`src/rtl/i2c_pkg.sv`:
```
// -----------------------------------------------------------------------------
// i2c_pkg
// Shared definitions for the sensor-link I2C slave receive path: the receive
// controller state encoding, the frame width, the default slave address and
// the sub-phase encoding used while clocking an ACK/NACK bit.
// -----------------------------------------------------------------------------
package i2c_pkg;

  localparam int BITS_PER_BYTE = 8;

  localparam logic [6:0] DEFAULT_SLAVE_ADDR = 7'h1E;

  typedef enum logic [3:0] {
    IDLE      = 4'd0,
    ADDR      = 4'd1,
    ADDR_CHK  = 4'd2,
    ACK_ADDR  = 4'd3,
    DATA      = 4'd4,
    DATA_LOAD = 4'd5,
    ACK_DATA  = 4'd6,
    NACK      = 4'd7,
    WAIT_STOP = 4'd8
  } rx_ctrl_state_t;

  // Progress through the 9th SCL clock: wait for the falling edge that opens
  // the acknowledge slot, then the rise that the master samples, then the
  // falling edge that closes the slot.
  typedef enum logic [1:0] {
    PH_WAIT_FALL = 2'd0,
    PH_WAIT_RISE = 2'd1,
    PH_WAIT_END  = 2'd2
  } ack_phase_t;

endpackage

```
`src/rtl/rx_ctrl_bit_counter.sv`:
```
// -----------------------------------------------------------------------------
// bit_counter
// 4-bit frame bit counter. Counts enabled events and wraps back to zero on
// the BITS_PER_BYTE-th event, so it sits at zero at every byte boundary.
// Kept separate so a future transmit controller can reuse it.
//
// Ports:
//   i_clk    system clock
//   i_n_rst  synchronous active-low reset
//   i_clr    synchronous clear (wins over i_en)
//   i_en     count one event this cycle
//   o_count  current count, 0 .. BITS_PER_BYTE-1
// -----------------------------------------------------------------------------
module bit_counter
  import i2c_pkg::*;
(
  input  logic       i_clk,
  input  logic       i_n_rst,
  input  logic       i_clr,
  input  logic       i_en,
  output logic [3:0] o_count
);

  logic [3:0] r_count;
  logic       w_atTerminal;

  assign w_atTerminal = (r_count == 4'(BITS_PER_BYTE - 1));
  assign o_count      = r_count;

  // Terminal count wraps to zero so the next frame starts clean without
  // needing an explicit clear from the controller.
  always_ff @(posedge i_clk) begin
    if (!i_n_rst || i_clr) begin
      r_count <= 4'd0;
    end else if (i_en) begin
      r_count <= w_atTerminal ? 4'd0 : r_count + 4'd1;
    end
  end

endmodule

```
`src/rtl/rx_ctrl.sv`:
```
// -----------------------------------------------------------------------------
// rx_ctrl
// I2C slave receive controller (write-only). Frames bytes from the receive
// shift register, checks the 7-bit address, acknowledges on SDA and hands
// data bytes to the filter side over a valid/ready handshake. Reads are not
// supported and are never acknowledged.
//
// Ports:
//   clk                 system clock
//   n_rst               synchronous active-low reset
//   start_found         pulse: START or repeated START on the bus
//   stop_found          pulse: STOP on the bus
//   rising_edge_found   pulse: SCL rising edge (also shifts the shift register)
//   falling_edge_found  pulse: SCL falling edge
//   rx_data[7:0]        shift register contents, MSB first
//   rx_enable           allows the shift register to shift
//   sda_drive_low       1 pulls SDA low (ACK), 0 releases it
//   byte_out[7:0]       received data byte
//   byte_valid          byte_out holds an unconsumed byte
//   byte_ready          consumer takes byte_out when byte_valid is high
//   addr_match          this slave was addressed in the current transfer
//   overrun             sticky: a data byte was dropped
//   clr_overrun         clears overrun
// -----------------------------------------------------------------------------
module rx_ctrl
  import i2c_pkg::*;
#(
  parameter logic [6:0] SLAVE_ADDR = DEFAULT_SLAVE_ADDR
) (
  input  logic       clk,
  input  logic       n_rst,
  input  logic       start_found,
  input  logic       stop_found,
  input  logic       rising_edge_found,
  input  logic       falling_edge_found,
  input  logic [7:0] rx_data,
  output logic       rx_enable,
  output logic       sda_drive_low,
  output logic [7:0] byte_out,
  output logic       byte_valid,
  input  logic       byte_ready,
  output logic       addr_match,
  output logic       overrun,
  input  logic       clr_overrun
);

  rx_ctrl_state_t r_state;
  rx_ctrl_state_t w_stateNext;
  ack_phase_t     r_phase;
  ack_phase_t     w_phaseNext;

  logic       r_sda;
  logic       w_sdaNext;
  logic       r_match;
  logic       w_matchNext;
  logic [7:0] r_byteOut;
  logic       r_valid;
  logic       r_overrun;

  logic       w_load;
  logic       w_setOverrun;
  logic       w_cntClr;
  logic       w_cntEn;
  logic [3:0] w_bitCnt;
  logic       w_cntLast;

  bit_counter u_bitCounter (
    .i_clk   (clk),
    .i_n_rst (n_rst),
    .i_clr   (w_cntClr),
    .i_en    (w_cntEn),
    .o_count (w_bitCnt)
  );

  assign w_cntLast = (w_bitCnt == 4'(BITS_PER_BYTE - 1));

  assign rx_enable     = (r_state == ADDR) || (r_state == DATA);
  assign sda_drive_low = r_sda;
  assign byte_out      = r_byteOut;
  assign byte_valid    = r_valid;
  assign addr_match    = r_match;
  assign overrun       = r_overrun;

  // State register.
  always_ff @(posedge clk) begin
    if (!n_rst) begin
      r_state <= IDLE;
    end else begin
      r_state <= w_stateNext;
    end
  end

  // Next-state and control decode. START beats STOP, and both beat any SCL
  // edge in the same cycle. The ACK and NACK states share one phase tracker;
  // only the ACK states actually pull SDA low.
  always_comb begin
    w_stateNext  = r_state;
    w_phaseNext  = r_phase;
    w_sdaNext    = r_sda;
    w_matchNext  = r_match;
    w_load       = 1'b0;
    w_setOverrun = 1'b0;
    w_cntClr     = 1'b0;
    w_cntEn      = 1'b0;

    if (start_found) begin
      w_stateNext = ADDR;
      w_phaseNext = PH_WAIT_FALL;
      w_sdaNext   = 1'b0;
      w_matchNext = 1'b0;
      w_cntClr    = 1'b1;
    end else if (stop_found) begin
      w_stateNext = IDLE;
      w_phaseNext = PH_WAIT_FALL;
      w_sdaNext   = 1'b0;
      w_matchNext = 1'b0;
      w_cntClr    = 1'b1;
    end else begin
      case (r_state)
        ADDR, DATA: begin
          if (rising_edge_found) begin
            w_cntEn = 1'b1;
            if (w_cntLast) begin
              w_stateNext = (r_state == ADDR) ? ADDR_CHK : DATA_LOAD;
            end
          end
        end

        ADDR_CHK: begin
          w_phaseNext = PH_WAIT_FALL;
          if ((rx_data[7:1] == SLAVE_ADDR) && !rx_data[0]) begin
            w_stateNext = ACK_ADDR;
          end else begin
            w_stateNext = WAIT_STOP;
          end
        end

        DATA_LOAD: begin
          w_phaseNext = PH_WAIT_FALL;
          if (!r_valid || byte_ready) begin
            w_load      = 1'b1;
            w_stateNext = ACK_DATA;
          end else begin
            w_setOverrun = 1'b1;
            w_stateNext  = NACK;
          end
        end

        ACK_ADDR, ACK_DATA, NACK: begin
          case (r_phase)
            PH_WAIT_FALL: begin
              if (falling_edge_found) begin
                w_phaseNext = PH_WAIT_RISE;
                if (r_state != NACK) begin
                  w_sdaNext = 1'b1;
                end
                if (r_state == ACK_ADDR) begin
                  w_matchNext = 1'b1;
                end
              end
            end
            PH_WAIT_RISE: begin
              if (rising_edge_found) begin
                w_phaseNext = PH_WAIT_END;
              end
            end
            PH_WAIT_END: begin
              if (falling_edge_found) begin
                w_phaseNext = PH_WAIT_FALL;
                w_sdaNext   = 1'b0;
                w_stateNext = (r_state == NACK) ? WAIT_STOP : DATA;
              end
            end
            default: begin
              w_phaseNext = PH_WAIT_FALL;
            end
          endcase
        end

        IDLE, WAIT_STOP: begin
        end

        default: begin
          w_stateNext = IDLE;
        end
      endcase
    end
  end

  // Bus-side registers: ACK phase, SDA drive and address-match flag.
  always_ff @(posedge clk) begin
    if (!n_rst) begin
      r_phase <= PH_WAIT_FALL;
      r_sda   <= 1'b0;
      r_match <= 1'b0;
    end else begin
      r_phase <= w_phaseNext;
      r_sda   <= w_sdaNext;
      r_match <= w_matchNext;
    end
  end

  // Consumer-side handshake. A load in the same cycle as a transfer keeps
  // byte_valid high so the new byte is not lost. Setting overrun wins over
  // a simultaneous clear so a drop is never missed.
  always_ff @(posedge clk) begin
    if (!n_rst) begin
      r_byteOut <= 8'h00;
      r_valid   <= 1'b0;
      r_overrun <= 1'b0;
    end else begin
      if (w_load) begin
        r_byteOut <= rx_data;
        r_valid   <= 1'b1;
      end else if (r_valid && byte_ready) begin
        r_valid <= 1'b0;
      end

      if (w_setOverrun) begin
        r_overrun <= 1'b1;
      end else if (clr_overrun) begin
        r_overrun <= 1'b0;
      end
    end
  end

endmodule
```
`config.mk`:
```
export PLATFORM = sky130hd
export DESIGN_NAME = rx_ctrl
export DESIGN_NICKNAME = d
export VERILOG_FILES = /design/src/rtl/i2c_pkg.sv /design/src/rtl/rx_ctrl_bit_counter.sv /design/src/rtl/rx_ctrl.sv
export SDC_FILE = /design/constraint.sdc
export NUM_CORES = 1
export LEC_CHECK = 0
export CAP_MARGIN = 30
export CORE_ASPECT_RATIO = 0.6
export CORE_UTILIZATION = 47
export DETAILED_ROUTE_END_ITERATION = 10
export PLACE_DENSITY = 0.78
export SLEW_MARGIN = 10
export SYNTH_ARGS = -nofsm -noshare
export SYNTH_HDL_FRONTEND = slang
export SYNTH_SLANG_ARGS = --single-unit
```
`constraint.sdc`:
```
create_clock -name clk -period 1.64 [get_ports clk]
set_clock_uncertainty 0.05 [all_clocks]
set_input_delay 0.328 -clock clk [delete_from_list [all_inputs] [get_ports clk]]
set_output_delay 0.328 -clock clk [all_outputs]
set_load 0.02 [all_outputs]
```
==> impl_metrics.tcl <==
set metrics [dict create \
    status "finished, final reports clean" \
    period_minus_slack_ns 1.64 \
    critPathLaunchType "input pin" \
    setup_ws_ns 0.00349 \
    root_buffer "clkbuf_8" \
    tightestPinTransition_ns 0.331 \
    die_y_um 39.1 \
    setup-tns-final_ns 0 \
    cts_sinks 22 \
    cp.required_ns 1.74 \
    netlist_area_um2 1080 \
    pre_cts_ws_ns -0.442 \
    antennaDiodeCount 0 \
    synth_seq_cells 22 \
    syn_nets 144 \
    drt_pass1_iterations 4 \
    post_drt_wl_per_cell_um 16.0 \
    rsz0062_at_grt "true" \
    max_freq_mhz 611 \
    mostFrequentLayoutCell "buf_4" \
    cts_tree "done" \
    final_cell_mix "22 x buf_4, 21 x clkdlybuf4s50_1, 17 x nor2_1, 17 x dfxtp_1" \
    max-slew-margin-rel 0.778 \
    start_util 0.539 \
    setup_viol 0 \
    powerDensity_nw_per_um2 585 \
    crit_type "in2reg" \
    gr-total-overflow 0 \
    num_rows 12 \
    die-area_um2 2490 \
    cap_violations 0 \
    ios 29 \
    clock_latency_ns 0.26 \
    avgSynthCellArea_um2 8.47 \
    portBuffers 28 \
    dp_hpwl_mm 2.18 \
    hold_violations 0 \
    drtIter0Drc 97 \
    cts-buffers-inserted 3 \
    vias 1163 \
    synth_seq_area_share 0.409 \
    finalCritPeriodShare 0.998 \
    synthCells 127 \
    drive_above_1_share 0.290 \
    area_growth_pct 56.7 \
    antenna_found_initial 0 \
    yosys_warnings 0 \
    place_congestion 0.918 \
    layout.nets 195 \
    ir_worst_vdd_v 0.000584 \
    synth_cell_type_count 32 \
    htree_levels 1 \
    grt_pass1_wl_mm 4.86 \
    path_max_fanout 2 \
    end_kind "register" \
    ant_nets 0 \
    worstRegToRegCells 6 \
    core_um2 2000 \
    min_path_cells 3 \
    grt_pass1_vias 1081 \
    clockBufferDepth 2 \
    clk_pin_slew_worst_paths_ns 0.07 \
    arrival_ns 1.74 \
    wirelength_mm 3.26 \
    leakagePower_nw 0.691 \
    hold_ws_ns 0.418 \
    die_w_um 63.8 \
    grt_max_degree 12 \
    grt_usage 0.264 \
    via_per_inst 5.70 \
    hold_path_class "in2reg" \
    final-max-slew-violation-count 0 \
    remaining_drc_errors 0 \
]
[cells by family after synthesis]
family	count (synthesis)	share of synthesized area
muxes	11	0.102
adders and majority gates	1	0.0116
xor gates and xnor gates	3	0.0244
and+or+nand+nor	58	0.280
AOI/OAI and AO/OA	21	0.123
DFF	22	0.409
buffers and inverters	11	0.0488
[power breakdown]
part           total [W]  switching [W]  internal [W]
Clock           0.000328       0.000164      0.000164
Sequential      0.000538     0.00000196      0.000536
Combinational   0.000121      0.0000551     0.0000655
[cells in the mapped netlist (all sizes together)]
cell type / number / area share
xnor2: 2 / 0.016
or4: 2 / 0.014
or3: 2 / 0.012
o31ai: 1 / 0.0070
mux2i: 11 / 0.10
nor3: 4 / 0.029
a21boi: 1 / 0.0070
a2111oi: 1 / 0.0081
nand4b: 2 / 0.016
o21a: 2 / 0.014
inv: 5 / 0.017
o21ai: 3 / 0.014
nor2b: 5 / 0.029
a31oi: 2 / 0.012
clkbuf: 2 / 0.0070
dfxtp: 22 / 0.41
nor4: 2 / 0.012
nor2: 18 / 0.063
ha: 1 / 0.012
and3: 2 / 0.012
xor2: 1 / 0.0081
nand2b: 5 / 0.029
buf: 4 / 0.024
nor3b: 1 / 0.0070
nand2: 12 / 0.044
nand3: 3 / 0.014
a41oi: 1 / 0.0081
o32ai: 2 / 0.016
a21oi: 8 / 0.037
[metrics by stage]
stage | util | cells | area, um2 | power [W]
after floorplan | - | 127 | 1080 | 0.000585
after global placement | 0.769 | 198 | 1540 | 0.000655
after detailed placement | 0.769 | 198 | 1540 | 0.000658
after CTS | 0.795 | 202 | 1590 | 0.000968
after global routing | 0.845 | 204 | 1690 | 0.00101
final | 0.845 | 204 | 1690 | 0.000986
[registers in the layout (all words and copies together) (netlist names)]
name / flops
byte_out: 8
r_state: 4
u_bitCounter.o_count: 4
r_phase: 2
addr_match: 1
byte_valid: 1
overrun: 1
sda_drive_low: 1
[worst max-delay path, stage by stage]
cell,delay (ns)
clkdlybuf4s50_1,0.43
nand2b_1,0.19
nor4_4,0.23
nand3_2,0.13
o21a_1,0.15
a2111oi_4,0.28
[worst paths after layout]
path	endpoint	start	slack, ns
hold reg to reg	overrun	overrun	0.43
setup reg to reg	u_bitCounter.o_count[3]	r_state[2]	0.04
hold / removal	byte_out[7]	rx_data[7]	0.42
setup / recovery	r_state[1]	rx_data[6]	0.003
[area by class of cell]
| cell class | instances | area, um2 |
|---|---|---|
| clock buffer | 3 | 41.3 |
| fill | 114 | 310 |
| inverter | 5 | 18.8 |
| multi-input combinational | 94 | 677 |
| sequential | 22 | 447 |
| tap | 28 | 35.0 |
| timing repair buffer | 52 | 468 |
[metal layers]
layer | share of wire | vias to the layer above | GRT usage
li1 | - | 544 | -
met1 | 0.43 | 542 | 0.345
met2 | 0.46 | 69 | 0.428
met3 | 0.098 | 8 | 0.0676
met4 | 0.011 | 0 | 0.0909
met5 | 0 | - | 0
[timing repair]
action                     in CTS  in global routing
setup buffers                   1                  2
hold buffers                    0                  0
setup endpoints to repair       5                 14
resized for setup              13                 23
pin swaps                       5                  4
Note: power is estimated with default switching activity, not from simulation.
